$ cat config.mk
export PLATFORM = sky130hd
export DESIGN_NAME = sw_debounce
export DESIGN_NICKNAME = d
export VERILOG_FILES = /design/src/rtl/sw_debounce.sv
export SDC_FILE = /design/constraint.sdc
export NUM_CORES = 1
export LEC_CHECK = 0
export BUFFER_PORTS_ARGS = -buffer_cell sky130_fd_sc_hd__buf_2
export CAP_MARGIN = 20
export CORE_UTILIZATION = 57
export DETAILED_ROUTE_END_ITERATION = 10
export MAX_ROUTING_LAYER = met4
export PLACE_DENSITY = 0.76
export SLEW_MARGIN = 20
export SYNTH_ARGS = -nofsm -noshare
export SYNTH_HDL_FRONTEND = slang
export SYNTH_SLANG_ARGS = --single-unit
$ cat constraint.sdc
create_clock -name clk -period 2.5 [get_ports clk]
set_clock_uncertainty 0.1 [all_clocks]
set_input_delay 0.5 -clock clk [delete_from_list [all_inputs] [get_ports clk]]
set_output_delay 0.5 -clock clk [all_outputs]
set_load 0.05 [all_outputs]
$ cat src/rtl/sw_debounce.sv
// Per-bit switch debouncer: two-flop synchronizer, an independent stability counter per bit, and a
// registered change pulse. Optional sticky irq/irq_clear when SW_DEBOUNCE_IRQ_EN is defined.
module sw_debounce #(
  parameter int WIDTH           = 10,
  parameter int DEBOUNCE_CYCLES = 500000
) (
  input  logic             clk,
  input  logic             reset_n,
  input  logic [WIDTH-1:0] sw_raw,
  output logic [WIDTH-1:0] sw_clean,
  output logic             sw_changed
`ifdef SW_DEBOUNCE_IRQ_EN
  ,
  output logic             irq,
  input  logic             irq_clear
`endif
);

  localparam int CW = (DEBOUNCE_CYCLES > 2) ? $clog2(DEBOUNCE_CYCLES) : 1;
  localparam logic [CW-1:0] CNT_MAX = CW'(DEBOUNCE_CYCLES - 1);
  localparam logic [CW-1:0] CNT_ONE = CW'(1);

  typedef enum logic {
    ST_STABLE  = 1'b0,
    ST_PENDING = 1'b1
  } state_t;

  logic [WIDTH-1:0] sync1_q;
  logic [WIDTH-1:0] sync2_q;
  logic [WIDTH-1:0] clean_bits;
  logic [WIDTH-1:0] update;
  logic             sw_changed_q;
  logic             sw_changed_d;

  always_ff @(posedge clk or negedge reset_n) begin
    if (!reset_n) begin
      sync1_q <= '0;
      sync2_q <= '0;
    end else begin
      sync1_q <= sw_raw;
      sync2_q <= sync1_q;
    end
  end

  genvar gi;
  generate
    for (gi = 0; gi < WIDTH; gi++) begin : g_bit
      state_t          state_q;
      logic [CW-1:0]   cnt_q;
      logic            clean_q;
      logic            differ;

      assign differ         = sync2_q[gi] ^ clean_q;
      assign update[gi]     = (state_q == ST_PENDING) && differ && (cnt_q == CNT_MAX);
      assign clean_bits[gi] = clean_q;

      // Counter only runs while PENDING and is cleared on every exit, so it never wraps.
      always_ff @(posedge clk or negedge reset_n) begin
        if (!reset_n) begin
          state_q <= ST_STABLE;
          cnt_q   <= '0;
          clean_q <= 1'b0;
        end else begin
          case (state_q)
            ST_STABLE: begin
              if (differ) begin
                state_q <= ST_PENDING;
                cnt_q   <= CNT_ONE;
              end
            end
            ST_PENDING: begin
              if (!differ) begin
                state_q <= ST_STABLE;
                cnt_q   <= '0;
              end else if (cnt_q == CNT_MAX) begin
                state_q <= ST_STABLE;
                cnt_q   <= '0;
                clean_q <= sync2_q[gi];
              end else begin
                cnt_q   <= cnt_q + CNT_ONE;
              end
            end
            default: begin
              state_q <= ST_STABLE;
              cnt_q   <= '0;
            end
          endcase
        end
      end
    end
  endgenerate

  assign sw_changed_d = |update;

  always_ff @(posedge clk or negedge reset_n) begin
    if (!reset_n) begin
      sw_changed_q <= 1'b0;
    end else begin
      sw_changed_q <= sw_changed_d;
    end
  end

  assign sw_clean   = clean_bits;
  assign sw_changed = sw_changed_q;

`ifdef SW_DEBOUNCE_IRQ_EN
  logic irq_q;

  // A new change outranks a clear arriving on the same edge.
  always_ff @(posedge clk or negedge reset_n) begin
    if (!reset_n) begin
      irq_q <= 1'b0;
    end else if (sw_changed_d) begin
      irq_q <= 1'b1;
    end else if (irq_clear) begin
      irq_q <= 1'b0;
    end
  end

  assign irq = irq_q;
`endif

endmodule

# Word level (Yosys, flattened, before mapping)
# Index checks and enable logic that the tools add are counted.
[totals]
inputBits = 12
out_inout_bits = 11
ff_bits = 231
[op_classes]
n_eq_ne = 20
n_reduce_logical = 31
mux = 80
addsub = 10
n_bitwise = 20
[op_table]
columns = ["op", "count"]
rows = [
  ["$mux 19", 30],
  ["$pmux 19 s2", 10],
  ["$add 19x1->19 const B", 10],
  ["$eq 19x19->1 const B", 10],
  ["$mux 1", 30],
  ["$reduce_and 3->1", 10],
  ["$logic_and 1x1->1", 20],
  ["$ne 2x2->1 const B", 10],
  ["$pmux 1 s2", 10],
  ["$not 1->1", 10],
  ["$reduce_or 10->1", 1],
  ["$xor 1x1->1", 10],
]

# Longest topological paths before layout
# Gate-level depths: netlist (run 1).
[logic_depth]
ltp_word = 4
ltp_mapped = 8
depth_no_buf = 6

# Least setup slack after synthesis (run 1)
# Ideal clock, no wire load.
[synth_path]
path_type = "register to register"
startpoint = "reg g_bit[0].cnt_q[11]"
endpoint = "reg g_bit[0].cnt_q[18]"
path_stages_with_launch = 7
t_required_ns = 2.264
slack_ns = 0.044
n_path_buf = 1
t_arrival_ns = 2.220
synth_period_minus_slack_ns = 2.456
setup_time_ns = 0.136
cell_sequence = "dfrtp_1 > or4_1 > or4_4 > o41a_1 > buf_6 > a41oi_2 > a31oi_1"
[synth_via]
elab_chain_len = 4
elab_cells_between_ends = 5
[synth_rtl]
columns = ["item", "line_no", "rtl"]
rows = [
  ["start: declaration", "49", "logic [CW-1:0] cnt_q;"],
  ["start signal: assignment", "80", "cnt_q <= cnt_q + CNT_ONE;"],
  ["$add 19x1->19 / $eq 19x19->1 (equally long branches)", "80, 75", ""],
  ["$mux 19 (*)", "75", "end else if (cnt_q == CNT_MAX) begin"],
  ["$mux 19 (*)", "72", "if (!differ) begin"],
  ["$pmux 19 s2 (*)", "64", "case (state_q)"],
]
# Mark *: on every way between the ends. The rest lies on a longest branch, timed or not.
# A chain may end at the register's enable or synchronous reset.

# Worst setup path in the final report (run 1)
[layout_path]
startpoint = "reg g_bit[6].cnt_q[12]"
endpoint = "reg g_bit[6].cnt_q[3]"
[layout_via]
elab_chain_len = 4
[layout_rtl]
columns = ["item", "line_no"]
rows = [
  ["start: declaration", "49"],
  ["start signal: assignment", "80"],
  ["$eq 19x19->1", "75"],
  ["$mux 19", "75"],
  ["$mux 19", "72"],
  ["$pmux 19 s2", "64"],
]
# Every way passes these cells.

==> key figures, run 1 <==
Status
  • Run status: completed

Floorplanning
  • Top-level port count: 23
  • Die outline width: 148.1 µm
  • Die outline height: 148.1 µm
  • Area inside the core boundary: 20960 µm²
  • Total number of placement rows: 53
  • Initial Utilization: 58.08%
  • Die ar.: 21940 µm²

Critical path
  • Reg-to-reg slack, setup: 0.01 ns
  • Category of the critical setup timing path: reg -> reg
  • Critical path arrival: 2.80 ns
  • Data required time at the worst endpoint: 2.81 ns
  • CP startpoint kind: flop
  • Largest fanout of any net on the critical path: 3
  • R2R cell count: 6
  • Worst r2r src: g_bit[6].cnt_q[12]$_DFFE_PN0P_
  • Termination of the worst setup path: g_bit[6].cnt_q[3]$_DFFE_PN0P_
  • Launching element of the worst setup path: g_bit[6].cnt_q[12]$_DFFE_PN0P_
  • End of the worst register-to-register path: g_bit[6].cnt_q[3]$_DFFE_PN0P_
  • Endpoint type of the worst setup path: flop

Power
  • Static power due to leakage: 5.812 nW
  • Pint: 0.006170 W
  • Worst-case vdd ir drop: 0.5755 mV
  • Post-layout total power: 0.008060 W
  • Switching portion of total power: 23.45%
  • Part of the power in the clock network: 44.4%
  • Areal power density over the cells: 581.3 nW/µm²
  • Seq pwr share: 48.9%
  • Switching pwr: 0.001890 W
  • Share of power burned in combinational logic: 6.7%

Final layout
  • Most common cell after layout, fill and taps aside: dfrtp_1
  • Count of nets after finishing: 1417
  • Share of cells above drive strength 1: 12.12%
  • Commonest non-fill, non-tap cells in the layout: dfrtp_1 (231), nand2_1 (173), a31oi_1 (91)
  • Synth-to-Final Area Change: 13.93%
  • N_diodes: 0
  • Final design utilization: 66.17%

Yosys
  • Area fraction in and, or, nand and nor cells after synthesis: 24.00%
  • Netlist Area Pre-Place: 12170 µm²
  • Per-instance average area after synthesis: 9.130 µm²
  • Number of flops mapped to enable cells by yosys: 0
  • Portion of the post-synthesis area used by sequential elements: 47.50%
  • Flip-flop and latch count after synthesis: 231
  • Area share of xor/xnor cells in the synthesized design: 1.583%
  • Combinational family with the most area after synthesis: simple AND/OR/NAND/NOR gates
  • Cell count after synthesis: 1333
  • Most common flop cell mapped by yosys: dfrtp_1
  • Post-synthesis compound-gate area fraction: 21.23%
  • Syn. warnings: 0
  • Fraction of synthesized area in multiplexers: 1.501%
  • Adder and majority cell fraction of the synthesized area: 1.028%
  • Cell variety after synth: 65
  • Share of flip-flops with an asynchronous set or reset after synthesis: 100.0%
  • Synthesized net count: 1355

STA
  • Number of endpoints failing setup at the final stage: 0
  • Post-route minimum period: 2.489 ns
  • Slew margin rel.: 42.46%
  • Pins Over Slew Limit: 0
  • Number of hold violations in the final report: 0
  • Worst hold slack: 0.01837 ns
  • Fraction of the cycle the final worst path needs: 99.57%
  • Setup slack of the critical path after layout: 0.01078 ns
  • Max frequency: 401.7 MHz
  • Unrepaired setup endpoints after global routing: true
  • Transition time at the pin with the least slew margin: 0.8599 ns

Run
  • Max_cap viols: 0

Clock network
  • Longest Clk Path Bufs: 3
  • Clock tree from TritonCTS: yes
  • Clock sink total: 231
  • Number of H-tree levels: 1
  • CTS Root Cell: clkbuf_16
  • Latest clock arrival within the worst-skew pair: 0.52 ns
  • Cts bufs inserted: 25
  • Clock slew at the register clock pins of the worst setup and hold paths: 0.06 ns

Detailed routing
  • Antenna-violating nets left: 0
  • Detailed-route DRC error count: 0
  • Number of vias after detailed routing: 10460
  • Initial DRT Pass Iterations: 5
  • Post-DR wirelength/cell: 15.51 µm
  • Via density per instance: 6.206
  • Initial DRC Count: 604
  • WL final: 26140 µm

Placed design
  • Worst slack at placement: -0.09847 ns
  • Gpl congestion: 0.8540
  • Hpwl dp: 17460 µm
  • IO buf count: 22

GRT
  • Via count of the first global-routing pass: 9735
  • First-pass GRT wire length: 44800 µm
  • Total global routing overflow: 0
  • Total GRT Usage: 25.07%
  • Largest net degree at the start of global routing: 56
  • Initial antenna violation count: 0

Hold path
  • Kind of path behind the tightest hold check: in -> reg
## metal layers
| metal | up-vias | part of all wire [%] | wire length, µm | GRT usage (%) |
|---|---|---|---|---|
| li1 | 5150 | - | - | - |
| met1 | 5089 | 47 | 12170 | 33.31 |
| met2 | 182 | 48 | 12580 | 40.89 |
| met3 | 43 | 3.2 | 836 | 2.669 |
| met4 | 0 | 2.1 | 561 | 7.216 |
| met5 | - | 0 | 0 | - |
## worst min-delay path by stage
stage | start | endpoint | depth (start not counted)
4_1_cts | sw_raw[7] | sync1_q[7]$_DFF_PN0_ | 1
3_5_place_dp | sync1_q[6]$_DFF_PN0_ | sync2_q[6]$_DFF_PN0_ | 0
3_3_place_gp | sync1_q[0]$_DFF_PN0_ | sync2_q[0]$_DFF_PN0_ | 0
2_1_floorplan | reset_n | g_bit[0].clean_q$_DFFE_PN0P_ | 0
6_report | sw_raw[7] | sync1_q[7]$_DFF_PN0_ | 1
5_1_grt | sw_raw[7] | sync1_q[7]$_DFF_PN0_ | 1
## cell families after synthesis
family,after synthesis
flops,231
mux,17
xor+xnor,22
fa+ha+maj,10
buf+inv,89
simple gates,564
compound gates,400
## sequential cells by signal, indices dropped and copies added (netlist names)
name           flops
g_bit.clean_q     10
g_bit.cnt_q      190
g_bit.state_q     10
sw_changed         1
sync1_q           10
sync2_q           10
## power groups by stage
stage	Combinational (W)	Sequential (W)	Clock, W
after floorplan	0.000325	0.00398	0
after global placement	0.000503	0.00400	0
after detailed placement	0.000520	0.00400	0
after CTS	0.000538	0.00394	0.00367
after global routing	0.000616	0.00396	0.00381
final	0.000541	0.00394	0.00358
## repair_timing
| item | in CTS | in global routing |
|---|---|---|
| endpoints found under the setup margin | 17 | 34 |
| pin swaps | 1 | 3 |
| cloned | 0 | 0 |
| resized for setup | 2 | 19 |
| endpoints found under the hold margin | 59 | 0 |
| setup buffers | 1 | 3 |
| hold buffers | 10 | 0 |
## cells in the mapped netlist (5+ instances only)
library cell  number  share of area [%]
dfrtp_1          231                 47
nand2_1          173                5.3
a31oi_1           92                4.7
a21oi_1           89                3.7
o21ai_0           78                3.2
nor2_1            76                2.3
nand3_1           72                3.0
clkbuf_1          39                1.2
nand4_1           39                2.0
a22o_1            38                2.7
inv_1             31               0.96
nor3_1            31                1.3
and3_1            22                1.1
nor4_1            22                1.1
or3_1             22                1.1
and2_1            21                1.1
a21o_1            20                1.2
nand2b_1          20                1.0
a41oi_1           17                1.2
xor2_1            17                1.2
and4_1            14                1.0
o21a_1            13               0.80
or2_2             12               0.62
buf_4             11               0.68
ha_1              10                1.0
mux2_2             9               0.83
nor4b_1            9               0.65
o21ai_1            9               0.37
o31ai_1            9               0.56
mux2i_1            7               0.58
buf_1              5               0.15
nor4bb_1           5               0.41
o22ai_1            5               0.26
xnor2_1            5               0.36
## metrics by stage
step           setup TNS [ns]  area [µm²]  instances
6_report                    0       13870       1686
2_1_floorplan               0       12170       1333
4_1_cts                     0       13760       1683
3_5_place_dp          -0.7863       12850       1629
3_3_place_gp          -0.3131       12850       1629
5_1_grt               -0.3474       13870       1686
## final cells by class
| cell class | instances | area (µm²) |
|---|---|---|
| fill | 1712 | 7089 |
| multi-input combinational | 1013 | 6100 |
| sequential | 231 | 5781 |
| timing repair buffer | 93 | 735.7 |
| clock buffer | 35 | 693.2 |
| tap | 275 | 344.1 |
| inverter | 31 | 116.4 |
| clock inverter | 8 | 96.34 |
## critical path, cell delays in order, from the launching register on
cell     delay (ns)
dfrtp_1        0.37
or4_4          0.52
or4_4          0.44
o41a_1         0.47
buf_4          0.16
a21o_1         0.14
a22o_1         0.17
Note: power is estimated with default switching activity, not from simulation.
==> run 2, diff against run 1 <==
--- a/config.mk
+++ b/config.mk
@@ -11,6 +11,7 @@
 export DETAILED_ROUTE_END_ITERATION = 10
 export MAX_ROUTING_LAYER = met4
 export PLACE_DENSITY = 0.76
+export REMOVE_ABC_BUFFERS = 1
 export SLEW_MARGIN = 20
 export SYNTH_ARGS = -nofsm -noshare
 export SYNTH_HDL_FRONTEND = slang
==> run 2 against run 1 <==
Net effect: non-clock buffer count fell by 6; core utilization rose by 0.20 points; global-route usage rose by 0.63 points; worst setup slack got worse by 0.0067 ns; via count rose by 0.53%; sequential power barely moved; hold slack improved by 0.23 ns; cell count fell by 0.24%; first-iteration DRC count rose by 37%; wire length rose by 3.0%; sequential share of layout area fell by 0.13 points; power rose by 3.2%.
==> key figures, run 2 (same netlist as run 1, synthesis figures left out) <==
STA
  • Worst hold slack: 0.2466 ns (was 0.01837 ns)
  • Max frequency: 400.7 MHz (was 401.7 MHz)
  • Post-route minimum period: 2.496 ns (was 2.489 ns)
  • Setup slack of the critical path after layout: 0.004089 ns (was 0.01078 ns)
  • Pins Over Slew Limit: 0 (unchanged)
  • Transition time at the pin with the least slew margin: 0.7155 ns (was 0.8599 ns)
  • Number of hold violations in the final report: 0 (unchanged)
  • Unrepaired setup endpoints after global routing: true (unchanged)
  • Number of endpoints failing setup at the final stage: 0 (unchanged)
  • Slew margin rel.: 52.12% (was 42.46%)
  • Fraction of the cycle the final worst path needs: 99.84% (was 99.57%)

Hold path
  • Hold path depth: 0 (was 1)
  • Worst Hold End: sync2_q[9]$_DFF_PN0_ (was sync1_q[7]$_DFF_PN0_)
  • Kind of path behind the tightest hold check: reg -> reg (was in -> reg)
  • Startpoint of the tightest hold check path: sync1_q[9]$_DFF_PN0_ (was sw_raw[7])

Final layout
  • Reg with most FFs: g_bit.cnt_q (unchanged)
  • Area of all sequential standard cells: 5781 µm² (unchanged)
  • Final cell count without fillers: 1682 (was 1686)
  • Commonest non-fill, non-tap cells in the layout: dfrtp_1 (231), nand2_1 (173), a31oi_1 (92) (was dfrtp_1 (231), nand2_1 (173), a31oi_1 (91))
  • Most common cell after layout, fill and taps aside: dfrtp_1 (unchanged)
  • Area occupied by multi-input gates: 6082 µm² (was 6100 µm²)
  • Final-layout fill cell count: 1662 (was 1712)
  • Final design utilization: 66.37% (was 66.17%)
  • Number of flip-flops under the largest register name: 190 (unchanged)
  • Count of nets after finishing: 1412 (was 1417)
  • Synth-to-Final Area Change: 14.28% (was 13.93%)
  • N_diodes: 0 (unchanged)
  • Share of cells above drive strength 1: 11.58% (was 12.12%)

Floorplanning
  • Die outline width: 148.1 µm (unchanged)
  • Die outline height: 148.1 µm (unchanged)
  • Top-level port count: 23 (unchanged)
  • Area inside the core boundary: 20960 µm² (unchanged)
  • Die ar.: 21940 µm² (unchanged)
  • Total number of placement rows: 53 (unchanged)
  • Initial Utilization: 58.08% (unchanged)

Detailed routing
  • WL final: 26930 µm (was 26140 µm)
  • Number of vias after detailed routing: 10520 (was 10460)
  • Via density per instance: 6.254 (was 6.206)
  • Antenna-violating nets left: 0 (unchanged)
  • Initial DRT Pass Iterations: 5 (unchanged)
  • Detailed-route DRC error count: 0 (unchanged)
  • Post-DR wirelength/cell: 16.01 µm (was 15.51 µm)
  • Initial DRC Count: 828 (was 604)

GRT
  • Via count of the first global-routing pass: 9867 (was 9735)
  • Total GRT Usage: 25.70% (was 25.07%)
  • Largest net degree at the start of global routing: 57 (was 56)
  • Total global routing overflow: 0 (unchanged)
  • Initial antenna violation count: 0 (unchanged)
  • First-pass GRT wire length: 45690 µm (was 44800 µm)

Clock network
  • Latest clock arrival within the worst-skew pair: 0.52 ns (about the same)
  • CTS Root Cell: clkbuf_16 (unchanged)
  • Cts bufs inserted: 26 (was 25)
  • Clock tree from TritonCTS: yes (unchanged)
  • Clock sink total: 231 (unchanged)
  • Longest Clk Path Bufs: 3 (unchanged)
  • Number of H-tree levels: 1 (unchanged)
  • Clock slew at the register clock pins of the worst setup and hold paths: 0.05 ns (was 0.06 ns)

Run
  • Max_cap viols: 0 (unchanged)

Critical path
  • Critical Path Slowest Stage Cell: or4_1 (was or4_4)
  • Cell family with the largest share of critical-path delay: simple AND/OR/NAND/NOR gates (unchanged)
  • Critical path arrival: 2.80 ns (about the same)
  • Cell chain of the critical path: or4_1 -> or4_4 -> o41a_1 -> buf_4 -> a21o_1 -> a22o_1 (was or4_4 -> or4_4 -> o41a_1 -> buf_4 -> a21o_1 -> a22o_1)
  • CP startpoint kind: flop (unchanged)
  • Count of buffering cells on the critical path with inverters included: 1 (unchanged)
  • Number of cells on the critical path: 6 (unchanged)
  • Endpoint type of the worst setup path: flop (unchanged)
  • Category of the critical setup timing path: reg -> reg (unchanged)
  • Reg-to-reg slack, setup: 0.004 ns (was 0.01 ns)
  • R2R cell count: 6 (unchanged)
  • Worst stage delay on the critical path: 0.50 ns (was 0.52 ns)
  • Largest fanout of any net on the critical path: 3 (unchanged)
  • Data required time at the worst endpoint: 2.80 ns (was 2.81 ns)
  • End of the worst register-to-register path: g_bit[6].cnt_q[3]$_DFFE_PN0P_ (unchanged)
  • Worst r2r src: g_bit[6].cnt_q[10]$_DFFE_PN0P_ (was g_bit[6].cnt_q[12]$_DFFE_PN0P_)

Placed design
  • Hpwl dp: 17790 µm (was 17460 µm)
  • Worst slack at placement: -0.1028 ns (was -0.09847 ns)
  • IO buf count: 22 (unchanged)
  • Placed cell count: 1620 (was 1629)
  • Gpl congestion: 0.9081 (was 0.8540)

Power
  • Areal power density over the cells: 598.0 nW/µm² (was 581.3 nW/µm²)
  • Static power due to leakage: 5.824 nW (was 5.812 nW)
  • Post-layout total power: 0.008317 W (was 0.008060 W)
  • Worst-case vdd ir drop: 0.5294 mV (was 0.5755 mV)

Status
  • Run status: completed (unchanged)
==> run 2: metrics by stage <==
stage | TNS, ns | area, µm²
2_1_floorplan | -11.49 | 11900
3_3_place_gp | -0.2949 | 12800
3_5_place_dp | -0.7529 | 12800
4_1_cts | 0 | 13840
5_1_grt | -0.1525 | 13910
6_report | 0 | 13910
==> run 2: final cells by class <==
cell class,count,share of cell area (%)
clock buffers,37,5.560
clock inverters,8,0.6837
inverters,31,0.8366
multi-input cells,1013,43.73
flip-flops and latches,231,41.56
well taps,275,2.474
repair buffers,87,5.155
==> run 2: worst max path at each step <==
stage                                         startpoint                        endpoint  slack (ns)
after floorplan             g_bit[4].clean_q$_DFFE_PN0P_   g_bit[4].cnt_q[5]$_DFFE_PN0P_       -0.30
after global placement     g_bit[0].cnt_q[6]$_DFFE_PN0P_  g_bit[0].cnt_q[18]$_DFFE_PN0P_       -0.07
after detailed placement   g_bit[0].cnt_q[6]$_DFFE_PN0P_  g_bit[0].cnt_q[18]$_DFFE_PN0P_       -0.10
after CTS                 g_bit[6].cnt_q[10]$_DFFE_PN0P_   g_bit[6].cnt_q[6]$_DFFE_PN0P_        0.02
after global routing      g_bit[6].cnt_q[10]$_DFFE_PN0P_   g_bit[6].cnt_q[3]$_DFFE_PN0P_       -0.05
final                     g_bit[6].cnt_q[10]$_DFFE_PN0P_   g_bit[6].cnt_q[3]$_DFFE_PN0P_       0.004
==> run 2: power by group <==
part           internal, W  total, W  switching [W]  leakage (nW)
combinational     0.000214  0.000551       0.000338          2.28
sequential         0.00383   0.00394       0.000110          3.12
clock              0.00234   0.00382        0.00148         0.425
==> run 2: timing repair <==
action | 4_1_cts | 5_1_grt
cloned | 1 | 0
endpoints found under the setup margin | 13 | 35
resized for setup | 1 | 15
hold endpoints to repair | 56 | 0
setup buffers | 4 | 2
pin swaps | 1 | 9
hold buffers | 11 | 0
==> run 2: metal layers <==
layer / routed length, µm / track usage, % / share of wire, % / up-vias
met5: 0 / - / 0 / -
met4: 527 / 7.371 / 2.0 / 0
met3: 1041 / 3.160 / 3.9 / 46
met2: 13120 / 42.04 / 49 / 225
met1: 12240 / 33.78 / 45 / 5125
li1: - / - / - / 5123
